===== config.mk =====
export PLATFORM = sky130hd
export DESIGN_NAME = smg_scan_ctrl_flat
export DESIGN_NICKNAME = d
export VERILOG_FILES = /design/src/rtl/smg_pkg.sv /design/src/rtl/smg_scan_ctrl_if.sv /design/src/rtl/smg_scan_ctrl_hc595_shifter.sv /design/src/rtl/smg_scan_ctrl.sv /design/src/flat_wrapper.sv
export SDC_FILE = /design/constraint.sdc
export NUM_CORES = 1
export LEC_CHECK = 0
export CAP_MARGIN = 20
export CORE_ASPECT_RATIO = 0.9
export CORE_MARGIN = 4
export CORE_UTILIZATION = 30
export CTS_BUF_LIST = sky130_fd_sc_hd__clkbuf_8
export CTS_CLUSTER_SIZE = 24
export DETAILED_ROUTE_END_ITERATION = 6
export GPL_TIMING_DRIVEN = 0
export SLEW_MARGIN = 20
export SYNTH_ARGS = -nofsm -noshare
export SYNTH_HDL_FRONTEND = slang
export SYNTH_SLANG_ARGS = --single-unit

===== constraint.sdc =====
create_clock -name clk -period 7.7 [get_ports clk]
set_input_delay 1.925 -clock clk [delete_from_list [all_inputs] [get_ports clk]]
set_output_delay 1.925 -clock clk [all_outputs]
set_load 0.02 [all_outputs]

===== src/rtl/smg_pkg.sv =====
// smg_pkg: shared types, constants and glyph lookup for the seven-segment
// scan controller and its 74HC595 serializer.
package smg_pkg;

    // Scan controller states.
    typedef enum logic [1:0] {
        ST_LOAD  = 2'd0,
        ST_SHIFT = 2'd1,
        ST_LATCH = 2'd2,
        ST_WAIT  = 2'd3
    } scan_state_e;

    // Serializer phases: shcp low half, shcp high half, storage latch pulse.
    typedef enum logic [1:0] {
        PH_IDLE  = 2'd0,
        PH_LOW   = 2'd1,
        PH_HIGH  = 2'd2,
        PH_LATCH = 2'd3
    } shift_phase_e;

    localparam int         WORD_W      = 16;
    localparam logic [7:0] SEL_ALL_OFF = 8'hFF;
    localparam logic [7:0] SEG_ALL_OFF = 8'hFF;

    // Active-low segment pattern {dp,g,f,e,d,c,b,a}; dp is off in the table.
    function automatic logic [7:0] glyph(input logic [3:0] v);
        logic [7:0] g;
        g = SEG_ALL_OFF;
        case (v)
            4'h0: g = 8'hC0;
            4'h1: g = 8'hF9;
            4'h2: g = 8'hA4;
            4'h3: g = 8'hB0;
            4'h4: g = 8'h99;
            4'h5: g = 8'h92;
            4'h6: g = 8'h82;
            4'h7: g = 8'hF8;
            4'h8: g = 8'h80;
            4'h9: g = 8'h90;
            4'hA: g = 8'h88;
            4'hB: g = 8'h83;
            4'hC: g = 8'hC6;
            4'hD: g = 8'hA1;
            4'hE: g = 8'h86;
            4'hF: g = 8'h8E;
        endcase
        return g;
    endfunction

endpackage


===== src/rtl/smg_scan_ctrl_if.sv =====
// smg_scan_ctrl_if: three-wire serial bus to the chained 74HC595 pair.
interface smg_scan_ctrl_if;
    logic ds_data;
    logic ds_shcp;
    logic ds_stcp;

    modport master (output ds_data, output ds_shcp, output ds_stcp);
    modport slave  (input  ds_data, input  ds_shcp, input  ds_stcp);
endinterface


===== src/rtl/smg_scan_ctrl_hc595_shifter.sv =====
// hc595_shifter: shifts one 16-bit word MSB first into a 74HC595 chain and
// then pulses the storage latch. A start pulse always restarts from bit 15.
module hc595_shifter
    import smg_pkg::*;
#(
    parameter int SHCP_DIV = 2
) (
    input  logic              clk,
    input  logic              rst,
    input  logic              start_i,
    input  logic [WORD_W-1:0] word_i,
    output logic              latch_o,
    output logic              done_o,
    smg_scan_ctrl_if.master   ds
);

    localparam int              DIV_W    = (SHCP_DIV > 1) ? $clog2(SHCP_DIV) : 1;
    localparam logic [DIV_W-1:0] DIV_LAST = DIV_W'(SHCP_DIV - 1);

    shift_phase_e      ph_q, ph_d;
    logic [WORD_W-1:0] sh_q, sh_d;      // sh_q[MSB] is the bit on ds_data
    logic [3:0]        bit_q, bit_d;    // bits still to clock after the current one
    logic [DIV_W-1:0]  div_q, div_d;
    logic              shcp_q, shcp_d;
    logic              stcp_q, stcp_d;
    logic              done_q, done_d;
    logic              div_end;

    assign div_end = (div_q == DIV_LAST);

    // Phase and output registers.
    always_ff @(posedge clk) begin
        if (rst) begin
            ph_q   <= PH_IDLE;
            sh_q   <= '0;
            bit_q  <= '0;
            div_q  <= '0;
            shcp_q <= 1'b0;
            stcp_q <= 1'b0;
            done_q <= 1'b0;
        end else begin
            ph_q   <= ph_d;
            sh_q   <= sh_d;
            bit_q  <= bit_d;
            div_q  <= div_d;
            shcp_q <= shcp_d;
            stcp_q <= stcp_d;
            done_q <= done_d;
        end
    end

    // Data moves only on the shcp falling edge, so it is stable while shcp is high.
    always_comb begin
        ph_d   = ph_q;
        sh_d   = sh_q;
        bit_d  = bit_q;
        div_d  = div_q;
        shcp_d = shcp_q;
        stcp_d = stcp_q;
        done_d = 1'b0;
        case (ph_q)
            PH_LOW: begin
                div_d = div_end ? '0 : div_q + 1'b1;
                if (div_end) begin
                    shcp_d = 1'b1;
                    ph_d   = PH_HIGH;
                end
            end
            PH_HIGH: begin
                div_d = div_end ? '0 : div_q + 1'b1;
                if (div_end) begin
                    shcp_d = 1'b0;
                    if (bit_q == 4'd0) begin
                        stcp_d = 1'b1;
                        ph_d   = PH_LATCH;
                    end else begin
                        sh_d  = {sh_q[WORD_W-2:0], 1'b0};
                        bit_d = bit_q - 4'd1;
                        ph_d  = PH_LOW;
                    end
                end
            end
            PH_LATCH: begin
                div_d = div_end ? '0 : div_q + 1'b1;
                if (div_end) begin
                    stcp_d = 1'b0;
                    done_d = 1'b1;
                    ph_d   = PH_IDLE;
                end
            end
            default: ;
        endcase
        if (start_i) begin
            sh_d   = word_i;
            bit_d  = 4'd15;
            div_d  = '0;
            shcp_d = 1'b0;
            stcp_d = 1'b0;
            ph_d   = PH_LOW;
        end
    end

    assign latch_o    = (ph_q == PH_LATCH);
    assign done_o     = done_q;
    assign ds.ds_data = sh_q[WORD_W-1];
    assign ds.ds_shcp = shcp_q;
    assign ds.ds_stcp = stcp_q;

endmodule


===== src/rtl/smg_scan_ctrl.sv =====
// smg_scan_ctrl: eight-digit seven-segment scan scheduler. Holds a shadow of
// the digit values, dwells SCAN_CNT cycles per digit and hands each
// {segment, select} word to the 74HC595 serializer.
// Build option: define SMG_LZB_EN for leading-zero blanking.
module smg_scan_ctrl
    import smg_pkg::*;
#(
    parameter int DIGITS   = 8,
    parameter int SCAN_CNT = 50000,
    parameter int SHCP_DIV = 2
) (
    input  logic                clk,
    input  logic                rst,
    input  logic [4*DIGITS-1:0] din_i,
    input  logic                din_vld_i,
    input  logic [DIGITS-1:0]   dp_mask_i,
    output logic                busy_o,
    output logic                frame_done_o,
    smg_scan_ctrl_if.master     ds
);

    localparam int               CNT_W    = $clog2(SCAN_CNT);
    localparam logic [CNT_W-1:0] CNT_LAST = CNT_W'(SCAN_CNT - 1);
    localparam logic [2:0]       IDX_LAST = 3'(DIGITS - 1);

    scan_state_e             state_q, state_d;
    logic [2:0]              idx_q, idx_d;
    logic [CNT_W-1:0]        cnt_q, cnt_d;
    logic                    busy_q, busy_d;
    logic [DIGITS-1:0][3:0]  digit_q;
    logic [DIGITS-1:0]       dp_q;

    logic                    start;
    logic                    sh_latch;
    logic                    sh_done;
    logic [3:0]              cur_digit;
    logic [7:0]              seg;
    logic [7:0]              sel;
    logic [WORD_W-1:0]       word;

    // Shadow copy of the display contents; loadable in every state.
    always_ff @(posedge clk) begin
        if (rst) begin
            digit_q <= '0;
            dp_q    <= '0;
        end else if (din_vld_i) begin
            digit_q <= din_i;
            dp_q    <= dp_mask_i;
        end
    end

    // Scan state, digit index and free-running dwell counter.
    always_ff @(posedge clk) begin
        if (rst) begin
            state_q <= ST_LOAD;
            idx_q   <= '0;
            cnt_q   <= '0;
            busy_q  <= 1'b0;
        end else begin
            state_q <= state_d;
            idx_q   <= idx_d;
            cnt_q   <= cnt_d;
            busy_q  <= busy_d;
        end
    end

    // Next state; the dwell wrap overrides everything so each digit lasts SCAN_CNT cycles.
    always_comb begin
        state_d = state_q;
        idx_d   = idx_q;
        busy_d  = busy_q;
        start   = 1'b0;
        cnt_d   = (cnt_q == CNT_LAST) ? '0 : cnt_q + 1'b1;
        case (state_q)
            ST_LOAD: begin
                start   = 1'b1;
                busy_d  = 1'b1;
                state_d = ST_SHIFT;
            end
            ST_SHIFT: if (sh_latch) state_d = ST_LATCH;
            ST_LATCH: if (sh_done) begin
                state_d = ST_WAIT;
                busy_d  = 1'b0;
            end
            default: ;
        endcase
        if (cnt_q == CNT_LAST) begin
            state_d = ST_LOAD;
            idx_d   = (idx_q == IDX_LAST) ? 3'd0 : idx_q + 3'd1;
        end
    end

`ifdef SMG_LZB_EN
    logic upper_zero;

    // True when the current digit and every digit above it are zero.
    always_comb begin
        upper_zero = 1'b1;
        for (int k = 0; k < DIGITS; k++) begin
            if (k >= int'(idx_q) && digit_q[k] != 4'h0) upper_zero = 1'b0;
        end
    end
`endif

    // Word for the current digit: active-low glyph with dp in bit 7, one-cold select.
    always_comb begin
        cur_digit = digit_q[idx_q];
        seg       = glyph(cur_digit) & {~dp_q[idx_q], 7'h7F};
`ifdef SMG_LZB_EN
        if (idx_q != 3'd0 && !dp_q[idx_q] && upper_zero) seg = SEG_ALL_OFF;
`endif
        sel  = SEL_ALL_OFF & ~(8'd1 << idx_q);
        word = {seg, sel};
    end

    hc595_shifter #(
        .SHCP_DIV (SHCP_DIV)
    ) u_shifter (
        .clk     (clk),
        .rst     (rst),
        .start_i (start),
        .word_i  (word),
        .latch_o (sh_latch),
        .done_o  (sh_done),
        .ds      (ds)
    );

    assign busy_o       = busy_q;
    assign frame_done_o = (state_q == ST_LATCH) && sh_done && (idx_q == IDX_LAST);

endmodule


===== src/flat_wrapper.sv =====
// flat-port wrapper written by rule: the top's interface ports become plain ports
module smg_scan_ctrl_flat import smg_pkg::*;
#(
    parameter int DIGITS   = 8,
    parameter int SCAN_CNT = 50000,
    parameter int SHCP_DIV = 2
)
  (clk, rst, din_i, din_vld_i, dp_mask_i, busy_o, frame_done_o, ds_ds_data, ds_ds_shcp, ds_ds_stcp);
  smg_scan_ctrl_if ds_i ();
  input  logic clk;
  input  logic rst;
  input  logic [4*DIGITS-1:0] din_i;
  input  logic din_vld_i;
  input  logic [DIGITS-1:0] dp_mask_i;
  output logic busy_o;
  output logic frame_done_o;
  output wire logic [$bits(ds_i.ds_data)-1:0] ds_ds_data;
  output wire logic [$bits(ds_i.ds_shcp)-1:0] ds_ds_shcp;
  output wire logic [$bits(ds_i.ds_stcp)-1:0] ds_ds_stcp;
  assign ds_ds_data = ds_i.ds_data;
  assign ds_ds_shcp = ds_i.ds_shcp;
  assign ds_ds_stcp = ds_i.ds_stcp;
  smg_scan_ctrl #(.DIGITS(DIGITS), .SCAN_CNT(SCAN_CNT), .SHCP_DIV(SHCP_DIV)) u_core (.clk(clk), .rst(rst), .din_i(din_i), .din_vld_i(din_vld_i), .dp_mask_i(dp_mask_i), .busy_o(busy_o), .frame_done_o(frame_done_o), .ds(ds_i));
endmodule

==> reports/results.txt, run 1 <==
outcome - completed
total wire length - 9660 um
slowest CP cell - clkdlybuf4s50_1
Initial Utilization - 0.306
max incr delay on CP - 0.61 ns
Setup TNS - 0 ns
Port Buffers - 45
post-layout util - 0.370
CTS tree - done
CTS root buf - clkbuf_8
total CTS buffers - 9
R2R Setup Slk - 4.64 ns
Final setup viols - 0
via count - 3271
placed cell area - 0.00496 mm^2
Post-CTS Resized - 0
Bufs on Longest Clock Path - 2
critical path startpoint category - flop
first-pass GRT wire length - 16300 um
Post-CTS Setup Inserts - 0
Achievable Freq - 257 MHz
cells after synthesis - 444
Die W - 134 um
# nets final - 566
clk_lat worst skew - 0.35 ns
P&R area growth vs syn - 21.0%
critical path class - reg -> out
Final GP Congestion - 0.841
met3 wire length - 284 um
ant diodes - 0
share of cells above drive strength 1 - 0.0970
Bufs and invs on worst path - 1
largest net degree at the start of global routing - 17
Top delay family on crit path - buffers and inverters
Worst Hold Class - reg -> reg
EDFF count, synth - 0
Setup Skew - 0.0120 ns
Clock transition at path regs - 0.10 ns
CP cell instances - ha_1 -> ha_1 -> and3_1 -> clkdlybuf4s50_1
Hold Vio Cnt, Final - 0
Slew Limit Fails - 0
metal2 WL - 4460 um
Critical Path RT - 5.78 ns
Most common cell on crit path - ha_1
critical path arrival - 1.96 ns
antenna violations before repair - 0
gr usage total - 0.125
ys flop type - dfxtp_1
Netlist cell types - 50
vias per inst - 4.69
Max rail drop VDD - 0.0990 mV
fin crit share - 0.505
min Tclk post-route - 3.89 ns
ys async rst share - 0
Post-CTS Hold Fix Bufs - 0
die area - 0.0162 mm^2
die height - 121 um
Power Dens Cells - 226 mW/mm^2
1st-iter DRT viols - 174
Max Cap Viol - 0
# rows - 41
actual slew at the worst max-slew pin - 0.819 ns
Antenna Nets Post-Route - 0
Synth Register Bits - 88
Tot Pwr - 1170 uW
commonest non-fill, non-tap cell in the layout - dfxtp_1
drc violations - 0
worst hold margin - 0.468 ns
Crit. End Element - output port
DRT Pass-1 Iters - 4
Fill cells - 1448
io pins - 48
static leakage power - 0.00205 uW
average size of a mapped cell - 9.60 um^2
HPWL after DPL - 7240 um
vias in the first global route - 3272
commonest cells after routing, fill and taps aside - dfxtp_1, nor2_1, mux2i_1
metal1 wirelength - 4840 um
unrepaired setup endpoints after global routing - no
core box area - 0.0140 mm^2
Synth Cell Area - 0.00426 mm^2
register area share after synthesis - 0.413
Yosys warnings - 0
Highest Signal Layer - met4
routed len/inst - 13.8 um
clk sinks - 88
crit path max fanout - 3
Synth Net Count - 510
global route total overflow - 0
Slew headroom - 0.454
Final Cell Area - 0.00516 mm^2
CTS H-tree depth - 3
-- synthesized netlist by cell type, types with 6 or more instances --
cell,number,share of area
dfxtp_1,88,0.41
nor2_1,68,0.060
mux2i_1,49,0.12
nand2_1,43,0.038
ha_1,23,0.067
inv_1,19,0.017
clkbuf_1,15,0.013
a21oi_1,10,0.012
xor2_1,10,0.021
mux4_2,9,0.048
nor3_1,9,0.011
a31oi_1,8,0.012
xnor2_1,8,0.016
and3_1,6,0.0088
buf_1,6,0.0053
-- per-stage QoR --
stage,setup WS (ns),instances
after floorplan,4.72,444
after global routing,3.69,698
final,3.81,698
after CTS,3.79,698
after detailed placement,4.10,682
after global placement,4.14,682
-- state kept, by name (all words and copies together) (netlist names) --
| name | count |
|---|---|
| u_core.digit_q | 32 |
| u_core.u_shifter.sh_q | 16 |
| u_core.cnt_q | 16 |
| u_core.u_shifter.ph_q | 2 |
| u_core.dp_q | 8 |
| u_core.u_shifter.ds.ds_shcp | 1 |
| u_core.u_shifter.done_o | 1 |
| u_core.idx_q | 3 |
| u_core.u_shifter.ds.ds_stcp | 1 |
| u_core.u_shifter.bit_q | 4 |
| u_core.busy_o | 1 |
| u_core.u_shifter.div_end | 1 |
| u_core.state_q | 2 |
-- cell type report --
class                      instances  area, um^2  area share
multi-input combinational        306        2280       0.442
sequential                        88        1760       0.341
timing repair buffer              45         450      0.0873
clock buffer                       9         124      0.0240
tap                              193         241      0.0468
buffer                            30         149      0.0289
inverter                          20        75.1      0.0146
clock inverter                     7        78.8      0.0153
-- logic make-up (layout without fill, tap and decap cells) --
logic type / count (synthesis) / count (layout) / share of synthesized area
XOR/XNOR: 18 / 18 / 0.0370
AND/OR/NAND/NOR: 152 / 152 / 0.158
buffers and inverters: 50 / 111 / 0.0525
multiplexers: 62 / 62 / 0.180
adder cells (fa/ha/maj): 23 / 23 / 0.0675
flip-flops: 88 / 88 / 0.413
AO/OA/AOI/OAI: 51 / 51 / 0.0916
-- worst paths after layout --
path,startpoint,endpoint,cells past startpoint
worst max-delay path,u_core.idx_q[1]$_SDFFE_PP0N_,frame_done_o,4
worst min-delay path,u_core.cnt_q[0]$_SDFF_PP0_,u_core.cnt_q[0]$_SDFF_PP0_,1
worst max register to register,u_core.idx_q[2]$_SDFFE_PP0N_,u_core.u_shifter.sh_q[8]$_SDFFE_PP0P_,9
worst min register to register,u_core.cnt_q[0]$_SDFF_PP0_,u_core.cnt_q[0]$_SDFF_PP0_,1
-- layer usage --
metal / GRT usage / vias up
met5: 0 / -
met4: 0.0238 / 0
met3: 0.0323 / 6
met2: 0.204 / 49
met1: 0.168 / 1569
li1: - / 1647
-- worst register-to-register path: cells and delay by family, from the launching register on --
family	cells	cell delay (ns)
simple gates	1	0.47
flops	1	0.36
mux	2	1.04
compound gates	2	0.21
fa+ha+maj	1	0.28
buf+inv	3	0.56
-- report_power, final --
| group | switching [uW] | internal (uW) |
|---|---|---|
| clock | 175 | 153 |
| sequential | 33.9 | 512 |
| combinational | 160 | 131 |
(Power assumes the default switching activity.)
==> inputs of run 2 (changes only) <==
==> constraint.sdc (replaced) <==
create_clock -name clk -period 3.4 [get_ports clk]
set_input_delay 0.85 -clock clk [delete_from_list [all_inputs] [get_ports clk]]
set_output_delay 0.85 -clock clk [all_outputs]
set_load 0.02 [all_outputs]
==> results of run 2 <==
The final DEF is identical to that of run 1. Status: completed.
Main changes from that run: setup slack after placement 4.10 ns -> 0.336 ns; setup slack after layout 3.81 ns -> 0.337 ns; start point of the critical path u_core.idx_q[1]$_SDFFE_PP0N_ -> u_core.idx_q[2]$_SDFFE_PP0N_; end point of the critical path frame_done_o -> u_core.u_shifter.sh_q[8]$_SDFFE_PP0P_; register-to-register setup slack 4.64 ns -> 0.34 ns; total power 1170 uW -> 2640 uW; worst IR drop on VDD 0.0990 mV -> 0.224 mV
